<file path="src/rtl/matrix_stream_loader_pkg.sv">
// matrix_pkg: frame geometry helpers shared by the matrix stream loader.
package matrix_pkg;
  function automatic int frame_len(input int n, input int m);
    return 2 * n * m;
  endfunction
  function automatic int idx_width(input int n, input int m);
    return $clog2(2 * n * m);
  endfunction
  function automatic int elem_lsb(input int r, input int c, input int m, input int width);
    return (r * m + c) * width;
  endfunction
endpackage

</file>
<file path="src/rtl/matrix_stream_loader_if.sv">
// matrix_stream_if: valid/ready element stream feeding the matrix loader.
interface matrix_stream_if #(parameter int WIDTH = 16);
  logic s_valid;
  logic [WIDTH-1:0] s_data;
  logic s_last;
  logic s_ready;
  modport master(output s_valid, s_data, s_last, input s_ready);
  modport slave(input s_valid, s_data, s_last, output s_ready);
endinterface

</file>
<file path="src/rtl/matrix_stream_loader_shadow_regs.sv">
// matrix_shadow_regs: shadow register file holding A (low half) then B, row-major.
module matrix_shadow_regs import matrix_pkg::*; #(
  parameter int MATRIX_N = 3,
  parameter int MATRIX_M = 3,
  parameter int WIDTH = 16,
  localparam int IW = idx_width(MATRIX_N, MATRIX_M),
  localparam int NM = MATRIX_N * MATRIX_M
) (
  input  logic clk,
  input  logic reset,
  input  logic we,
  input  logic [IW-1:0] idx,
  input  logic [WIDTH-1:0] data,
  output logic [2*NM*WIDTH-1:0] shadow
);
  always_ff @(posedge clk or posedge reset)
    if (reset) shadow <= '0;
    else
      for (int s = 0; s < 2; s++)
        for (int r = 0; r < MATRIX_N; r++)
          for (int c = 0; c < MATRIX_M; c++)
            if (we && idx == IW'(s * NM + r * MATRIX_M + c))
              shadow[s * NM * WIDTH + elem_lsb(r, c, MATRIX_M, WIDTH) +: WIDTH] <= data;
endmodule

</file>
<file path="src/rtl/matrix_stream_loader.sv">
// matrix_stream_loader: packs a streamed A/B operand pair into shadow regs and commits it to the compute core.
module matrix_stream_loader import matrix_pkg::*; #(
  parameter int MATRIX_N = 3,
  parameter int MATRIX_M = 3,
  parameter int WIDTH = 16
) (
  input  logic clk,
  input  logic reset,
  matrix_stream_if.slave s,
  output logic [MATRIX_N*MATRIX_M*WIDTH-1:0] matrix_a,
  output logic [MATRIX_N*MATRIX_M*WIDTH-1:0] matrix_b,
  output logic read_ready,
  input  logic compute_done,
  output logic busy,
  output logic err_len,
  output logic [15:0] launch_count
);
  localparam int NM = MATRIX_N * MATRIX_M;
  localparam int FL = frame_len(MATRIX_N, MATRIX_M);
  localparam int IW = idx_width(MATRIX_N, MATRIX_M);
  localparam logic [IW-1:0] LAST = IW'(FL - 1);
  logic [IW-1:0] idx;
  logic shadow_full;
  logic [2*NM*WIDTH-1:0] shadow;
  logic xfer, at_last, commit;
  assign s.s_ready = !shadow_full && !reset;
  assign xfer = s.s_valid && s.s_ready;
  assign at_last = idx == LAST;
  assign commit = shadow_full && !read_ready;
  assign busy = read_ready;
  matrix_shadow_regs #(.MATRIX_N(MATRIX_N), .MATRIX_M(MATRIX_M), .WIDTH(WIDTH)) u_shadow (
    .clk(clk),
    .reset(reset),
    .we(xfer),
    .idx(idx),
    .data(s.s_data),
    .shadow(shadow)
  );
  // a frame is good only when s_last coincides exactly with the final slot
  always_ff @(posedge clk or posedge reset)
    if (reset) begin
      idx <= '0;
      shadow_full <= 1'b0;
      read_ready <= 1'b0;
      matrix_a <= '0;
      matrix_b <= '0;
      err_len <= 1'b0;
      launch_count <= '0;
    end else begin
      if (xfer) idx <= (s.s_last || at_last) ? '0 : idx + 1'b1;
      err_len <= xfer && (s.s_last != at_last);
      shadow_full <= (xfer && at_last && s.s_last) ? 1'b1 : (commit ? 1'b0 : shadow_full);
      read_ready <= commit ? 1'b1 : (compute_done ? 1'b0 : read_ready);
      if (commit) begin
        matrix_a <= shadow[NM*WIDTH-1:0];
        matrix_b <= shadow[2*NM*WIDTH-1 -: NM*WIDTH];
        launch_count <= launch_count + 1'b1;
      end
    end
endmodule

</file>
<file path="src/flat_wrapper.sv">
// flat-port wrapper written by rule: the top's interface ports become plain ports
module matrix_stream_loader_flat import matrix_pkg::*;
#(
  parameter int MATRIX_N = 3,
  parameter int MATRIX_M = 3,
  parameter int WIDTH = 16
)
  (clk, reset, matrix_a, matrix_b, read_ready, compute_done, busy, err_len, launch_count, s_s_valid, s_s_data, s_s_last, s_s_ready);
  matrix_stream_if #(.WIDTH(WIDTH)) s_i ();
  input  logic clk;
  input  logic reset;
  output logic [MATRIX_N*MATRIX_M*WIDTH-1:0] matrix_a;
  output logic [MATRIX_N*MATRIX_M*WIDTH-1:0] matrix_b;
  output logic read_ready;
  input  logic compute_done;
  output logic busy;
  output logic err_len;
  output logic [15:0] launch_count;
  input wire logic [$bits(s_i.s_valid)-1:0] s_s_valid;
  input wire logic [$bits(s_i.s_data)-1:0] s_s_data;
  input wire logic [$bits(s_i.s_last)-1:0] s_s_last;
  output wire logic [$bits(s_i.s_ready)-1:0] s_s_ready;
  assign s_i.s_valid = s_s_valid;
  assign s_i.s_data = s_s_data;
  assign s_i.s_last = s_s_last;
  assign s_s_ready = s_i.s_ready;
  matrix_stream_loader #(.MATRIX_N(MATRIX_N), .MATRIX_M(MATRIX_M), .WIDTH(WIDTH)) u_core (.clk(clk), .reset(reset), .s(s_i), .matrix_a(matrix_a), .matrix_b(matrix_b), .read_ready(read_ready), .compute_done(compute_done), .busy(busy), .err_len(err_len), .launch_count(launch_count));
endmodule
</file>
<file path="config.mk">
export PLATFORM = sky130hd
export DESIGN_NAME = matrix_stream_loader_flat
export DESIGN_NICKNAME = d
export VERILOG_FILES = /design/src/rtl/matrix_stream_loader_pkg.sv /design/src/rtl/matrix_stream_loader_if.sv /design/src/rtl/matrix_stream_loader_shadow_regs.sv /design/src/rtl/matrix_stream_loader.sv /design/src/flat_wrapper.sv
export SDC_FILE = /design/constraint.sdc
export NUM_CORES = 1
export LEC_CHECK = 0
export CAP_MARGIN = 20
export CORE_UTILIZATION = 31
export DETAILED_ROUTE_END_ITERATION = 12
export GPL_ROUTABILITY_DRIVEN = 0
export HOLD_SLACK_MARGIN = 0.15
export PLACE_DENSITY_LB_ADDON = 0.05
export SKIP_LAST_GASP = 1
export SLEW_MARGIN = 10
export SYNTH_ARGS = -nofsm -noshare
export SYNTH_HDL_FRONTEND = slang
export SYNTH_SLANG_ARGS = --single-unit
</file>
<file path="constraint.sdc">
create_clock -name clk -period 22.4 [get_ports clk]
set_clock_uncertainty 0.1 [all_clocks]
set_input_delay 3.36 -clock clk [delete_from_list [all_inputs] [get_ports clk]]
set_output_delay 3.36 -clock clk [all_outputs]
set_load 0.01 [all_outputs]
</file>
==> impl_metrics.yaml <==
run_status:
  status: "complete, no violations"
clock_network:
  numCtsBuffers: 71
  htreeDepth: 3
  cts.clk_slew.worst_paths_ps: 50
  cts_buffer_depth: 3
  ctsHoldBuffers: 0
  cts_tree: "done"
  cts_resized: 0
  post_cts_buffers: 0
  cts.sinks: 600
  cts-root-buf: "clkbuf_16"
  clk_latency_ps: 590
drt:
  routed-wl-met2_um: 34200
  post_drt_wl_per_cell_um: 21.1
  vias_per_cell: 4.58
  drt_iter0_drc: 983
  wl_met1_um: 31500
  ant_nets: 0
  first_pass_iters: 4
  vias: 15100
  met3_wirelength_um: 2480
  drc_errors: 0
  wirelength_um: 69400
  top_layer_used: "met5"
power_and_ir_drop:
  power_frac_comb: 0.103
  internal_power_mw: 2.11
  clkPwrFrac: 0.414
  power.leakage_nw: 15.2
  power.switching_uw: 647
  switching_share: 0.235
  pwr-share-seq: 0.483
  ir_worst_vdd_v: 0.0000482
  power_density_nw_per_um2: 92.9
sta:
  slew_viol_final: 0
  rsz0062_at_grt: "no"
  setup_violations: 0
  setup_tns_ps: 0
  worst_pin_slew_ps: 1050
  finalHoldViolCount: 0
  period_share: 0.366
  fmax_mhz: 122
  period_minus_slack_ps: 8200
  slew_headroom: 0.303
  holdWs_ps: 356
critical_path:
  r2r_slack_ps: 18480
  setup.worst_path.start: "reset"
  critPathMaxFanout: 3
  criticalPathCategory: "in2out"
  start_kind: "primary input"
  r2r_cells: 6
  timing.rr.start: "u_core.shadow_full"
  required_ps: 18940
  rr_endpoint: "u_core.matrix_b[89]"
  cp.arrival_ps: 4740
  critPathCapture: "s_s_ready"
  end_kind: "output port"
floorplan:
  die_x_um: 276
  die_y_um: 276
  placementRows: 100
  ioPinCount: 329
  core_area_um2: 74400
  dieArea_um2: 76200
  start_util: 0.313
grt:
  first_global_vias: 15700
  grt_max_degree: 133
  overflow: 0
  antenna_found_initial: 8
  grt.total_usage: 0.184
  grt_pass1_wl_um: 105000
yosys:
  synthTopCellsByArea: "dfrtp_1, nand2_1, mux2_2"
  seq_area_frac_synth: 0.645
  synthesis.area_um2: 23300
  syn_inst: 1969
  ys_ff_latch: 600
  syn_nets: 1997
  ys_types: 30
  synth_top_area_frac: 0.645
  synth_area_per_cell_um2: 11.8
  synth_top_cell_by_area: "dfrtp_1"
  ys_warn_count: 0
cells_and_area:
  diodes: 0
  fin_nets: 2307
  drive_gt1_frac: 0.193
  nFillCells: 7216
  syn_to_final_growth_pct: 27.3
  multi_input_area_um2: 7730
  area.sequential_um2: 15000
job:
  max_cap_viol_count: 0
placement:
  dpl.hpwl_um: 40900
  portBuffers: 328
worst_hold_path:
  hold_path_class: "reg2reg"
## power groups by stage
stage	sequential (mW)	clock, mW	combinational, mW
6_report	1.33	1.14	0.285
3_5_place_dp	1.35	0	0.289
3_3_place_gp	1.34	0	0.281
4_1_cts	1.33	1.18	0.290
2_1_floorplan	1.33	0	0.224
5_1_grt	1.35	1.23	0.311
## cell type report
cell class / instances / area share
repair buffers: 344 / 0.113
well taps: 969 / 0.0409
clock inverters: 9 / 0.00304
multi-input cells: 1254 / 0.261
clock buffers: 112 / 0.0751
inverters: 8 / 0.00127
flip-flops and latches: 600 / 0.506
## flip-flops by register name (all words and copies together), names as in the netlist
| register | cells |
|---|---|
| u_core.busy | 1 |
| u_core.err_len | 1 |
| u_core.idx | 5 |
| u_core.launch_count | 16 |
| u_core.matrix_a | 144 |
| u_core.matrix_b | 144 |
| u_core.shadow_full | 1 |
| u_core.u_shadow.shadow | 288 |
## routing by layer
layer / global-route usage / vias up
met5: 0 / -
met4: 0.0507 / 2
met3: 0.0299 / 83
met2: 0.307 / 297
met1: 0.247 / 7812
li1: - / 6915
## worst max-delay path, stage by stage
cell and delay [ps]:
clkdlybuf4s50_1 570, nor2_1 240, clkdlybuf4s50_1 570
## stage by stage
step	util	instances	setup WS (ps)	power (mW)	instance area (µm²)
after detailed placement	0.367	3174	14200	1.64	27300
after global routing	0.398	3296	14150	2.89	29700
final	0.398	3296	14200	2.76	29700
after CTS	0.398	3295	14200	2.80	29600
after floorplan	-	1969	2150	1.55	23300
after global placement	0.367	3174	14180	1.62	27300
## Yosys cell counts
cell type	instances
mux2_2	188
nor3b_4	3
o21ai_0	6
inv_2	1
a22o_1	1
mux2_4	100
buf_2	5
nor3_4	2
nand3_2	2
dfrtp_1	600
buf_4	7
nand3_4	12
ha_1	7
nor4_1	4
xor2_1	8
and2_1	2
inv_1	7
nor2_2	3
nor2b_1	1
buf_6	13
xnor2_1	8
nor2_1	5
nand3b_1	1
nand2_1	883
nand4_1	8
and3_1	3
buf_1	1
nor3_1	1
nand3_1	6
clkbuf_1	81
## worst min path at each step
| stage | from | endpoint | slack (ps) | cells past startpoint |
|---|---|---|---|---|
| 6_report | u_core.u_shadow.shadow[47] | u_core.matrix_a[47] | 360 | 2 |
| 5_1_grt | u_core.u_shadow.shadow[78] | u_core.matrix_a[78] | 380 | 2 |
| 4_1_cts | u_core.u_shadow.shadow[47] | u_core.matrix_a[47] | 360 | 2 |
| 3_5_place_dp | u_core.u_shadow.shadow[47] | u_core.matrix_a[47] | 350 | 2 |
| 3_3_place_gp | u_core.u_shadow.shadow[177] | u_core.matrix_b[33] | 340 | 2 |
| 2_1_floorplan | u_core.u_shadow.shadow[106] | u_core.matrix_a[106] | 330 | 2 |
## placed cells by master (no fill, tap or decap), drive strengths merged, types with 2 or more instances in the layout
cell type	Yosys	routed
and2	2	2
and3	3	3
buf	26	32
clkbuf	81	112
clkdlybuf4s50	0	312
clkinv	0	5
clkinvlp	0	2
dfrtp	600	600
ha	7	7
inv	8	9
mux2	288	288
nand2	883	883
nand3	20	20
nand4	8	8
nor2	8	8
nor3	3	3
nor3b	3	3
nor4	4	4
o21ai	6	6
xnor2	8	8
xor2	8	8
## cells by family after synthesis
family,share of synthesized area
AOI/OAI and AO/OA,0.00167
xor gates and xnor gates,0.00602
adders and majority gates,0.00376
buffers and inverters,0.0241
DFF,0.645
muxes,0.155
and+or+nand+nor,0.164
Power figures use the tool's default switching activity.
